[src/rtl/wb_port_arbiter.sv]
// Shares one register-file write port between the writeback stage and a long-latency unit.
// Optional starvation guard (wait counter, stall_req, err) is enabled by WB_ARB_STARVE_EN.
module wb_port_arbiter #(
  parameter int unsigned STARVE_LIMIT = 4
) (
  input  logic        clk,
  input  logic        rst,
  input  logic        pipe_valid,
  input  logic [4:0]  pipe_rd,
  input  logic [31:0] pipe_data,
  input  logic        lu_valid,
  input  logic [4:0]  lu_rd,
  input  logic [31:0] lu_data,
  output logic        lu_ready,
  output logic        rf_we,
  output logic [4:0]  rf_rd,
  output logic [31:0] rf_wd,
  output logic        stall_req,
  output logic        err
);

  logic [4:0]  fifo_rd_q   [2];
  logic [31:0] fifo_data_q [2];
  logic        wr_ptr_q, rd_ptr_q;
  logic [1:0]  cnt_q, cnt_d;

  logic        fifo_empty, fifo_full;
  logic        push, pop;
  logic        grant_pipe, grant_fifo, grant_any;
  logic        stall_active;
  logic [4:0]  win_rd;
  logic [31:0] win_data;

  logic        rf_we_q, rf_we_d;
  logic [4:0]  rf_rd_q, rf_rd_d;
  logic [31:0] rf_wd_q, rf_wd_d;

  assign fifo_empty = (cnt_q == 2'd0);
  assign fifo_full  = (cnt_q == 2'd2);
  assign lu_ready   = ~fifo_full;
  assign push       = lu_valid & ~fifo_full;

  // A stall cycle belongs to the FIFO head; a pipeline result offered then is dropped.
  always_comb begin
    grant_pipe = 1'b0;
    grant_fifo = 1'b0;
    if (stall_active) begin
      grant_fifo = ~fifo_empty;
    end else if (pipe_valid) begin
      grant_pipe = 1'b1;
    end else begin
      grant_fifo = ~fifo_empty;
    end
  end

  assign pop       = grant_fifo;
  assign grant_any = grant_pipe | grant_fifo;

  always_comb begin
    cnt_d = cnt_q;
    case ({push, pop})
      2'b10:   cnt_d = cnt_q + 2'd1;
      2'b01:   cnt_d = cnt_q - 2'd1;
      default: cnt_d = cnt_q;
    endcase
  end

  always_ff @(posedge clk or negedge rst) begin
    if (!rst) begin
      wr_ptr_q <= 1'b0;
      rd_ptr_q <= 1'b0;
      cnt_q    <= 2'd0;
      for (int i = 0; i < 2; i++) begin
        fifo_rd_q[i]   <= 5'd0;
        fifo_data_q[i] <= 32'd0;
      end
    end else begin
      cnt_q <= cnt_d;
      if (push) begin
        fifo_rd_q[wr_ptr_q]   <= lu_rd;
        fifo_data_q[wr_ptr_q] <= lu_data;
        wr_ptr_q              <= ~wr_ptr_q;
      end
      if (pop) begin
        rd_ptr_q <= ~rd_ptr_q;
      end
    end
  end

  assign win_rd   = grant_fifo ? fifo_rd_q[rd_ptr_q]   : pipe_rd;
  assign win_data = grant_fifo ? fifo_data_q[rd_ptr_q] : pipe_data;

  // Writes to x0 still consume the grant but never reach the register file.
  always_comb begin
    rf_we_d = grant_any & (win_rd != 5'd0);
    rf_rd_d = rf_rd_q;
    rf_wd_d = rf_wd_q;
    if (grant_any) begin
      rf_rd_d = win_rd;
      rf_wd_d = win_data;
    end
  end

  always_ff @(posedge clk or negedge rst) begin
    if (!rst) begin
      rf_we_q <= 1'b0;
      rf_rd_q <= 5'd0;
      rf_wd_q <= 32'd0;
    end else begin
      rf_we_q <= rf_we_d;
      rf_rd_q <= rf_rd_d;
      rf_wd_q <= rf_wd_d;
    end
  end

  assign rf_we = rf_we_q;
  assign rf_rd = rf_rd_q;
  assign rf_wd = rf_wd_q;

`ifdef WB_ARB_STARVE_EN
  localparam int unsigned WaitW = (STARVE_LIMIT < 2) ? 1 : $clog2(STARVE_LIMIT + 1);

  logic [WaitW-1:0] wait_q, wait_d;
  logic             stall_q, stall_d;
  logic             err_q, err_d;

  always_comb begin
    wait_d  = wait_q + 1'b1;
    stall_d = 1'b0;
    if (fifo_empty || pop) begin
      wait_d = '0;
    end else if (wait_q == WaitW'(STARVE_LIMIT - 1)) begin
      stall_d = 1'b1;
    end
    err_d = err_q | (stall_q & pipe_valid);
  end

  always_ff @(posedge clk or negedge rst) begin
    if (!rst) begin
      wait_q  <= '0;
      stall_q <= 1'b0;
      err_q   <= 1'b0;
    end else begin
      wait_q  <= wait_d;
      stall_q <= stall_d;
      err_q   <= err_d;
    end
  end

  assign stall_active = stall_q;
  assign stall_req    = stall_q;
  assign err          = err_q;
`else
  assign stall_active = 1'b0;
  assign stall_req    = 1'b0;
  assign err          = 1'b0;
`endif

endmodule

[config.mk]
export PLATFORM = sky130hd
export DESIGN_NAME = wb_port_arbiter
export DESIGN_NICKNAME = d
export VERILOG_FILES = /design/src/rtl/wb_port_arbiter.sv
export SDC_FILE = /design/constraint.sdc
export NUM_CORES = 1
export LEC_CHECK = 0
export CORE_MARGIN = 3
export CORE_UTILIZATION = 30
export CTS_BUF_LIST = sky130_fd_sc_hd__clkbuf_8
export CTS_CLUSTER_SIZE = 30
export DETAILED_ROUTE_END_ITERATION = 6
export GPL_TIMING_DRIVEN = 1
export PLACE_DENSITY_LB_ADDON = 0.12
export SYNTH_ARGS = -nofsm -noshare
export SYNTH_HDL_FRONTEND = slang
export SYNTH_SLANG_ARGS = --single-unit
[constraint.sdc]
create_clock -name clk -period 1.4 [get_ports clk]
set_input_delay 0.35 -clock clk [delete_from_list [all_inputs] [get_ports clk]]
set_output_delay 0.35 -clock clk [all_outputs]
set_load 0.01 [all_outputs]
==> out/qor.yml <==
logic_synthesis:
  ys_warn_count: 0
  syn_area_sq_um: 5170
  yosysSeqAreaShare_pct: 56.2
  yosys_register_bits: 116
  synthCells: 417
  syn_area_per_cell_sq_um: 12.4
  synthDistinctLibCells: 28
layout:
  final_cell_mix: "dfrtp_1, mux2_4, clkdlybuf4s50_1"
  design_area_sq_um: 8080
  drive_gt1_share_pct: 48.4
  syn2layout_area_growth_pct: 56.4
  fin_cells: 815
  final_common_cell: "dfrtp_1"
  fin_util_pct: 48.4
  layout.nets: 663
  antenna_cells: 0
setup_path:
  worstPathRequired_ns: 1.71
  cp.arrival_ns: 1.83
  path_max_fanout: 10
  critical_path_class: "reg2reg"
  worstSetupEndpointType: "flop"
  cp-start-kind: "flop"
global_routing:
  grt_overflow: 0
  global_route.usage.total_pct: 14.3
  grt_pass1_vias: 3952
  grt_antenna_before_repair: 0
  grt_pass1_wl_um: 20600
  grt_max_degree: 64
routing:
  detailedRoute.firstPassIterationCount: 4
  wl_um: 14700
  ant_nets: 0
  drt-wirelength-per-cell_um: 18.0
  drt_iter0_drc: 159
  post-route-drc-count: 0
  via_per_inst: 4.64
  num_vias: 3785
power:
  power.total_uw: 19600
  ir_worst_vdd_uv: 911
  p_leak_uw: 0.00366
  powerDensity_nw_per_um2: 2420
place:
  dp_hpwl_um: 8180
  io_buffers: 116
  routabilityCongestion: 0.696
  dp.cells: 748
  placed_area_sq_um: 6780
outcome:
  outcome: "finished with violations"
  violations: "setup timing"
timing:
  setup_viol: 103
  setup_slack_ns: -0.119
  finalHoldViolCount: 0
  min_period_ns: 1.52
  whs_ns: 0.456
  skew_ns: 0.0106
  fin_crit_sh_pct: 108
  fmax_mhz: 659
  maxSlewViolCount: 0
  rsz0062_at_grt: "true"
run:
  drv_cap: 0
clock_tree:
  clock_sinks: 116
  cts_tree: "done"
  clk_path_buf_depth: 2
  htreeDepth: 4
  clkTransAtPathRegs_ns: 0.07
  cts_buffers: 17
  clkLatencyLatePin_ns: 0.43
  cts_root_buffer: "clkbuf_8"
die:
  die_area_sq_um: 18800
  ioPinCount: 119
  num_rows: 47
  die_y_um: 137
  start_util_pct: 30.9
  fp.dieW_um: 137
  fp.coreArea_sq_um: 16700
min_path:
  holdCritPathClass: "in2async"
final cells by class:
class,count,area [sq um]
Clock buffer,21,289
Sequential cell,116,2910
Multi-Input combinational cell,274,2730
Timing Repair Buffer,175,1820
Clock inverter,9,65.1
Tap cell,220,275
Fill cell,1537,8620
critical path, cell delays in order (launching register included):
cell and delay [ns]:
dfrtp_1 0.39, nand2b_4 0.17, buf_6 0.12, nand3_4 0.18
clkbuf_16 0.23, mux2_4 0.30
power by group:
part,internal [uW],total [uW],switching [uW]
logic,6180,10700,4510
clock network,1530,2800,1270
registers,5000,6080,1080
total,12700,19600,6860
state kept, by name, summed over array words and instances, names as in the netlist:
signal       count
cnt_q            2
fifo_data_q     64
fifo_rd_q       10
rd_ptr_q         1
rf_rd            5
rf_wd           32
rf_we            1
wr_ptr_q         1
Yosys cell counts, drive strengths merged:
master | number | area (sq um)
buf | 17 | 144
o21ai | 39 | 195
mux2i | 37 | 370
nor3 | 1 | 5.00
dfrtp | 116 | 2900
clkbuf | 11 | 71.3
mux2 | 77 | 897
nand2b | 1 | 13.8
and3 | 1 | 6.26
a21oi | 32 | 160
conb | 1 | 3.75
nand3 | 1 | 17.5
nor2 | 35 | 150
xor2 | 2 | 17.5
a31oi | 1 | 6.26
nand2 | 40 | 158
xnor2 | 3 | 26.3
ha | 1 | 12.5
o21ba | 1 | 10.0
metal layers:
metal | part of all wire (%) | track usage [%] | routed length [um]
met4 | 1.1 | 4.82 | 155
met3 | 5.0 | 4.82 | 737
met5 | 0 | 0 | 0
met1 | 47 | 19.3 | 6940
met2 | 47 | 21.7 | 6820
what timing repair did:
item,in CTS,in global routing
pin swaps,2,27
endpoints found under the setup margin,108,111
resized for setup,183,172
gates cloned,3,13
hold endpoints to repair,116,0
hold buffers,1,0
setup buffers,16,6
per-stage QoR:
step / TNS [ns] / worst slack, ns
after floorplan: -2.68 / -0.0696
after global placement: -28.06 / -0.436
after detailed placement: -28.70 / -0.460
after CTS: -3.85 / -0.0928
after global routing: -12.63 / -0.167
final: -5.96 / -0.119
final timing paths:
check,slack [ns],to,start,cells after the start
max in group asynchronous,0.62,rf_wd[29],rst,3
max reg2reg,-0.12,fifo_rd_q[2],cnt_q[0],5
min reg2reg,0.48,rf_rd[0],rf_rd[0],2
min in group clk,0.46,rf_wd[22],pipe_data[22],3
min,0.46,rf_wd[12],rst,3
max,-0.12,fifo_rd_q[2],cnt_q[0],5
logic make-up (layout without fill, tap and decap cells):
| logic type | count (synthesis) | count (layout) | synth area share [%] |
|---|---|---|---|
| simple gates | 79 | 79 | 6.78 |
| buf+inv | 28 | 205 | 4.16 |
| other cells | 1 | 2 | 0.0726 |
| xor+xnor | 5 | 5 | 0.848 |
| flops | 116 | 116 | 56.2 |
| fa+ha+maj | 1 | 1 | 0.242 |
| compound gates | 73 | 73 | 7.19 |
| mux | 114 | 114 | 24.5 |
(Power assumes the default switching activity.)
